[src/rtl/hazard_pkg.sv]
// Shared types and constants for the pipeline hazard control unit.
package hazard_pkg;

    localparam int CNT_W = 4;
    localparam logic [CNT_W-1:0] CNT_ONE = 4'd1;

    typedef enum logic [1:0] {
        RUN      = 2'd0,
        LU_STALL = 2'd1,
        BR_FLUSH = 2'd2
    } hazard_state_e;

    localparam logic [1:0] FWD_RF = 2'b00;
    localparam logic [1:0] FWD_W  = 2'b01;
    localparam logic [1:0] FWD_M  = 2'b10;

    // Register 0 can be hard-wired to zero, in which case it never carries a dependency.
    function automatic logic adr_match(input logic [2:0] a, input logic [2:0] b,
                                       input logic r0_is_zero);
        return (a == b) && !(r0_is_zero && (a == 3'd0));
    endfunction

endpackage

[src/rtl/forward_select.sv]
// E-stage operand bypass select for one source operand; M result wins over W.
module forward_select
    import hazard_pkg::*;
#(
    parameter int unsigned R0_IS_ZERO = 32'd0
) (
    input  logic [2:0] src_e,
    input  logic       reg_write_m,
    input  logic       mem_to_reg_m,
    input  logic [2:0] reg_write_adr_m,
    input  logic       reg_write_w,
    input  logic [2:0] reg_write_adr_w,
    output logic [1:0] fwd_sel
);

    localparam logic R0_ZERO = (R0_IS_ZERO != 32'd0);

    // A load in M has no data yet, so only ALU results are bypassed from M.
    always_comb begin
        fwd_sel = FWD_RF;
        if (reg_write_m && !mem_to_reg_m && adr_match(reg_write_adr_m, src_e, R0_ZERO)) begin
            fwd_sel = FWD_M;
        end else if (reg_write_w && adr_match(reg_write_adr_w, src_e, R0_ZERO)) begin
            fwd_sel = FWD_W;
        end else begin
            fwd_sel = FWD_RF;
        end
    end

endmodule

[src/rtl/hazard_control_unit.sv]
// Stall/flush sequencing for load-use and taken-branch hazards plus E-stage forwarding.
// Optional HAZARD_STATS_EN adds saturating stall_cycles/flush_cycles counters.
module hazard_control_unit
    import hazard_pkg::*;
#(
    parameter int unsigned LOAD_LATENCY   = 32'd1,
    parameter int unsigned BRANCH_PENALTY = 32'd1,
    parameter int unsigned R0_IS_ZERO     = 32'd0
) (
    input  logic       clock,
    input  logic       reset,
    input  logic [2:0] reg_read_adr1_d,
    input  logic [2:0] reg_read_adr2_d,
    input  logic       use_adr2_d,
    input  logic [2:0] reg_read_adr1_e,
    input  logic [2:0] reg_read_adr2_e,
    input  logic       reg_write_e,
    input  logic [2:0] reg_write_adr_e,
    input  logic       mem_to_reg_e,
    input  logic       reg_write_m,
    input  logic [2:0] reg_write_adr_m,
    input  logic       mem_to_reg_m,
    input  logic       reg_write_w,
    input  logic [2:0] reg_write_adr_w,
    input  logic       branch_taken_e,
    output logic       stall_f,
    output logic       stall_d,
    output logic       flush_d,
    output logic       flush_e,
    output logic [1:0] forward_a_e,
    output logic [1:0] forward_b_e
`ifdef HAZARD_STATS_EN
    ,
    output logic [15:0] stall_cycles,
    output logic [15:0] flush_cycles
`endif
);

    localparam logic R0_ZERO = (R0_IS_ZERO != 32'd0);
    localparam logic [CNT_W-1:0] LU_LOAD = CNT_W'(LOAD_LATENCY - 32'd1);
    localparam logic [CNT_W-1:0] BR_LOAD = CNT_W'(BRANCH_PENALTY - 32'd1);

    hazard_state_e    state_r;
    hazard_state_e    state_next_s;
    logic [CNT_W-1:0] cnt_r;
    logic [CNT_W-1:0] cnt_next_s;
    logic             lu_hit_s;
    logic             stall_s;
    logic             flush_d_s;
    logic             flush_e_s;
    logic [1:0]       fwd_a_s;
    logic [1:0]       fwd_b_s;

    forward_select #(.R0_IS_ZERO(R0_IS_ZERO)) u_fwd_a (
        .src_e           (reg_read_adr1_e),
        .reg_write_m     (reg_write_m),
        .mem_to_reg_m    (mem_to_reg_m),
        .reg_write_adr_m (reg_write_adr_m),
        .reg_write_w     (reg_write_w),
        .reg_write_adr_w (reg_write_adr_w),
        .fwd_sel         (fwd_a_s)
    );

    forward_select #(.R0_IS_ZERO(R0_IS_ZERO)) u_fwd_b (
        .src_e           (reg_read_adr2_e),
        .reg_write_m     (reg_write_m),
        .mem_to_reg_m    (mem_to_reg_m),
        .reg_write_adr_m (reg_write_adr_m),
        .reg_write_w     (reg_write_w),
        .reg_write_adr_w (reg_write_adr_w),
        .fwd_sel         (fwd_b_s)
    );

    // Load in E whose destination feeds the instruction waiting in D.
    always_comb begin
        lu_hit_s = 1'b0;
        if (reg_write_e && mem_to_reg_e) begin
            lu_hit_s = adr_match(reg_write_adr_e, reg_read_adr1_d, R0_ZERO) ||
                       (use_adr2_d && adr_match(reg_write_adr_e, reg_read_adr2_d, R0_ZERO));
        end else begin
            lu_hit_s = 1'b0;
        end
    end

    // State and countdown register.
    always_ff @(posedge clock) begin
        if (reset) begin
            state_r <= RUN;
            cnt_r   <= {CNT_W{1'b0}};
        end else begin
            state_r <= state_next_s;
            cnt_r   <= cnt_next_s;
        end
    end

    // Next state and raw stall/flush controls; a taken branch outranks a load-use hit
    // because the D instruction is on the wrong path.
    always_comb begin
        state_next_s = state_r;
        cnt_next_s   = cnt_r;
        stall_s      = 1'b0;
        flush_d_s    = 1'b0;
        flush_e_s    = 1'b0;
        case (state_r)
            RUN: begin
                if (branch_taken_e) begin
                    flush_d_s = 1'b1;
                    flush_e_s = 1'b1;
                    if (BRANCH_PENALTY > 32'd1) begin
                        state_next_s = BR_FLUSH;
                        cnt_next_s   = BR_LOAD;
                    end else begin
                        state_next_s = RUN;
                    end
                end else if (lu_hit_s) begin
                    stall_s   = 1'b1;
                    flush_e_s = 1'b1;
                    if (LOAD_LATENCY > 32'd1) begin
                        state_next_s = LU_STALL;
                        cnt_next_s   = LU_LOAD;
                    end else begin
                        state_next_s = RUN;
                    end
                end else begin
                    state_next_s = RUN;
                end
            end
            LU_STALL: begin
                stall_s    = 1'b1;
                flush_e_s  = 1'b1;
                cnt_next_s = cnt_r - CNT_ONE;
                if (cnt_r == CNT_ONE) begin
                    state_next_s = RUN;
                end else begin
                    state_next_s = LU_STALL;
                end
            end
            BR_FLUSH: begin
                flush_d_s  = 1'b1;
                cnt_next_s = cnt_r - CNT_ONE;
                if (cnt_r == CNT_ONE) begin
                    state_next_s = RUN;
                end else begin
                    state_next_s = BR_FLUSH;
                end
            end
            default: begin
                state_next_s = RUN;
                cnt_next_s   = {CNT_W{1'b0}};
            end
        endcase
    end

    // Reset forces a bubble into both pipeline registers and disables bypassing.
    always_comb begin
        stall_f     = 1'b0;
        stall_d     = 1'b0;
        flush_d     = 1'b1;
        flush_e     = 1'b1;
        forward_a_e = FWD_RF;
        forward_b_e = FWD_RF;
        if (reset) begin
            stall_f     = 1'b0;
            stall_d     = 1'b0;
            flush_d     = 1'b1;
            flush_e     = 1'b1;
            forward_a_e = FWD_RF;
            forward_b_e = FWD_RF;
        end else begin
            stall_f     = stall_s;
            stall_d     = stall_s;
            flush_d     = flush_d_s;
            flush_e     = flush_e_s;
            forward_a_e = fwd_a_s;
            forward_b_e = fwd_b_s;
        end
    end

`ifdef HAZARD_STATS_EN
    logic [15:0] stall_cycles_r;
    logic [15:0] flush_cycles_r;

    // Saturating event counters.
    always_ff @(posedge clock) begin
        if (reset) begin
            stall_cycles_r <= 16'h0000;
            flush_cycles_r <= 16'h0000;
        end else begin
            if (stall_d && (stall_cycles_r != 16'hFFFF)) begin
                stall_cycles_r <= stall_cycles_r + 16'd1;
            end
            if (flush_d && (flush_cycles_r != 16'hFFFF)) begin
                flush_cycles_r <= flush_cycles_r + 16'd1;
            end
        end
    end

    assign stall_cycles = stall_cycles_r;
    assign flush_cycles = flush_cycles_r;
`endif

endmodule

[config.mk]
export PLATFORM = sky130hd
export DESIGN_NAME = hazard_control_unit
export DESIGN_NICKNAME = d
export VERILOG_FILES = /design/src/rtl/hazard_pkg.sv /design/src/rtl/forward_select.sv /design/src/rtl/hazard_control_unit.sv
export SDC_FILE = /design/constraint.sdc
export NUM_CORES = 1
export LEC_CHECK = 0
export BUFFER_PORTS_ARGS = -buffer_cell sky130_fd_sc_hd__buf_2
export CORE_MARGIN = 4
export CORE_UTILIZATION = 37
export CTS_CLUSTER_DIAMETER = 40
export CTS_CLUSTER_SIZE = 10
export DETAILED_ROUTE_END_ITERATION = 12
export GPL_TIMING_DRIVEN = 0
export PLACE_DENSITY = 0.84
export RECOVER_POWER = 25
export SYNTH_ARGS = -nofsm -noshare
export SYNTH_HDL_FRONTEND = slang
export SYNTH_SLANG_ARGS = --single-unit
export TNS_END_PERCENT = 50
[constraint.sdc]
create_clock -name clock -period 1.2 [get_ports clock]
set_input_delay 0.24 -clock clock [delete_from_list [all_inputs] [get_ports clock]]
set_output_delay 0.24 -clock clock [all_outputs]
set_load 0.01 [all_outputs]
==> summary.txt <==
Run status
  • Result of the run: finished, violations left
  • Failing checks: setup timing

Logic synthesis
  • Syn. warnings: 0
  • Mapped Cells: 76
  • Cells taking the most area after synthesis: sky130_fd_sc_hd__xnor2_1, sky130_fd_sc_hd__dfxtp_1, sky130_fd_sc_hd__ha_1, sky130_fd_sc_hd__xor2_1, sky130_fd_sc_hd__nor2_1
  • Most common cell in the netlist: sky130_fd_sc_hd__xnor2_1
  • Post-Syn Nets: 111
  • Number of enable flip-flop cells after synthesis: 0
  • Sequential-to-total area share from yosys stat: 19.6%
  • Share of flip-flops with an asynchronous set or reset after synthesis: 0%
  • Mapped cell area: 614 sq um
  • Most used flip-flop cell after synthesis: sky130_fd_sc_hd__dfxtp_1
  • Flops & latches, synth: 6
  • Mean instance size in the synthesized netlist: just over 8 sq um
  • Commonest cells in the synthesized netlist: sky130_fd_sc_hd__xnor2_1, sky130_fd_sc_hd__nor2_1, sky130_fd_sc_hd__dfxtp_1, sky130_fd_sc_hd__inv_1
  • Cell type with the highest aggregate area in the netlist: sky130_fd_sc_hd__xnor2_1
  • Share of the synthesized area in the top cell type: 20.0%
  • Post-synth cell types: 26

Clocking
  • Number of buffers on the longest clock path: 2
  • Clock Latency Late Sink: about 0.24 ns
  • Number of hold-repair buffers added at the cts stage: 0
  • H-tree depth reported by CTS: 1
  • Clock tree from TritonCTS: built
  • Clk sink count: 6
  • Inserted Clock Buffers: 3
  • Buffer type at the clock tree root: sky130_fd_sc_hd__clkbuf_4
  • Register clock-pin slew on the reported worst setup and hold paths: 0.05 ns

Global routing
  • Routing usage on met3: 5.21%
  • GRT Resource Usage Total: 13.6%
  • Layer with the highest usage after global routing: met2
  • Wire length of the first global-routing pass: 2650 um
  • Global routing usage on met1: 13.2%
  • Vias in the first global route: 678
  • Aggregate global routing overflow: 0
  • Pin count of the biggest net entering global routing: 11
  • Met2 global-route usage: a little over a quarter
  • Number of antenna violations at the first check in global routing: 0

Critical path
  • Worst endpoint required time: 0.96 ns
  • Max stage delay on crit path: 0.32 ns
  • Arrival time of data at the critical path endpoint: 1.36 ns
  • Critical Path End Type: output pin
  • Chain of cells forming the critical path: inv_2 -> ha_4 -> nand3_2 -> a21oi_2 -> a22o_1 -> buf_6 -> buf_6
  • Worst setup path category: register to output pin
  • Critical path's slowest cell: sky130_fd_sc_hd__dfxtp_2
  • Most used cell along the critical path: sky130_fd_sc_hd__buf_6
  • Startpoint types: register
  • Path depth of the worst reg2reg path: 6
  • Maximum net fanout on the critical path: 4

Timing
  • Fin crit share: 134%
  • Tightest Pin Transition: 0.211 ns
  • Number of slew-limit violations in the final report: 0
  • Fmax: 0.623 GHz
  • Final hold vios: 0
  • Worst hold slack across all endpoints: 0.386 ns
  • Sum of negative setup slack: -1.70 ns
  • RSZ-0062 raised after global routing: true
  • Clock skew: 0.00345 ns
  • Final critical-path setup slack: -0.404 ns
  • Relative slew margins: 85.8%
  • Number of failing setup endpoints in the final timing report: 5
  • Min cycle time layout: approximately 1.6 ns

Layout
  • Finished Cell Area: roughly 920 sq um
  • Non-filler instance count after layout: 134
  • Area occupied by multi-input gates: between 500 and 600 sq um
  • Layout cell share with drive strength beyond 1: between 50% and 60%
  • # diodes: 0
  • Number of filler instances in the final layout: 147
  • Register Area: between 100 and 150 sq um
  • Net count of the finished layout: 155
  • Area growth from synthesis to final layout: 50.3%

Power and ir drop
  • Maximum resistive drop on vdd: 0.320 mV
  • PD cells: about 600 mW/mm^2
  • Leak: 0.434 nW

Die
  • Core footprint: between 0.0015 and 0.002 sq mm
  • Num ports: 38
  • Std-Cell Rows: 14
  • Die X-Extent: 48.7 um
  • Die Span Y: 48.7 um
  • Die Area: 0.00238 sq mm
  • Initial core utilization: 39.9%

Min path
  • Worst min-delay path category: input pin to register
  • Hold Path Cell Cnt: 3

Placed design
  • Placed wire-length estimate after detailed placement: 1300 um
  • Cell Count Post-Placement: 129
  • Worst slack, placed: -0.253 ns
  • Final RePlAce weighted congestion: 0.765
  • Port Buf Inserts: 37
  • Placed Instance Area: approximately 850 sq um

Routing
  • Number of violations reported at the end of detailed-routing iteration 0: 1
  • Antenna Violating Nets Remaining: 0
  • Per-cell routed wire length: 11.9 um
  • Drt drc: 0
  • Number of optimization iterations in the first detailed-route pass: 2
  • DR vias: 683
  • Drt total wl: roughly 1600 um
  • Post-DR vias/cell: 5.10

Job
  • Max_cap viols: 0
-- cells in the final DEF (no fill, tap or decap), types with 3 or more instances in the layout --
master	instances
sky130_fd_sc_hd__a21oi_1	3
sky130_fd_sc_hd__clkbuf_4	3
sky130_fd_sc_hd__nand4_1	3
sky130_fd_sc_hd__nor2_1	8
sky130_fd_sc_hd__nor2b_1	3
sky130_fd_sc_hd__buf_4	3
sky130_fd_sc_hd__xor2_1	4
sky130_fd_sc_hd__nand2_1	3
sky130_fd_sc_hd__dfxtp_1	4
sky130_fd_sc_hd__buf_2	37
sky130_fd_sc_hd__xnor2_1	11
sky130_fd_sc_hd__xnor2_2	3
sky130_fd_sc_hd__ha_1	3
sky130_fd_sc_hd__inv_1	4
-- report_power, final --
part	internal [W]	switching, W	total (W)
registers	0.000200	0.000000000000000000307	0.000200
logic	0.0000943	0.0000762	0.000170
clock network	0.000113	0.0000731	0.000186
-- kinds of logic after synthesis --
| family | after synthesis | share of synthesized area, % |
|---|---|---|
| adders and majority gates | 5 | 10.2 |
| buffers and inverters | 9 | 7.53 |
| AOI/OAI and AO/OA | 11 | 12.2 |
| DFF | 6 | 19.6 |
| and+or+nand+nor | 27 | 24.8 |
| xor gates and xnor gates | 18 | 25.7 |
-- area by class of cell --
class,instances,area share [%]
Sequential cell,6,13.3
Multi-Input combinational cell,61,54.7
Clock buffer,3,2.44
Buffer,2,1.76
Tap cell,16,2.17
Inverter,6,2.44
Timing Repair Buffer,40,23.2
-- metal layers --
| layer | up-vias | wire length, um |
|---|---|---|
| li1 | 339 | - |
| met1 | 314 | 548 |
| met2 | 28 | 902 |
| met3 | 2 | 143 |
| met4 | 0 | 4 |
| met5 | - | 0 |
-- per-stage QoR --
step                total power [W]  util (%)
floorplan                  0.000282         -
global placement           0.000357      55.0
detailed placement         0.000364      55.0
CTS                        0.000563      59.5
global route               0.000590      59.9
finish                     0.000557      59.9
-- sequential cells by signal, summed over array words and instances (netlist names) --
signal / flops
cnt_r: 4
state_r: 2
-- path summary, 6_finish.rpt --
| check | slack, ns | end | from |
|---|---|---|---|
| setup / recovery | -0.40 | stall_f | state_r[0] |
| hold / removal | 0.39 | cnt_r[2] | reset |
| setup reg to reg | -0.21 | cnt_r[2] | state_r[1] |
| hold reg to reg | 0.51 | cnt_r[0] | cnt_r[0] |
-- timing repair --
action                                  CTS  global route
resized for setup                         6             2
endpoints found under the setup margin    8            10
buffers inserted                          3             0
pin swaps                                 8             2
-- critical path, delay by kind of cell, from the launching register on --
family,cells,cell delay [ns]
AOI/OAI and AO/OA,2,0.32
buffers and inverters,3,0.26
and+or+nand+nor,1,0.06
adders and majority gates,1,0.16
DFF,1,0.32
Note: power is estimated with default switching activity, not from simulation.
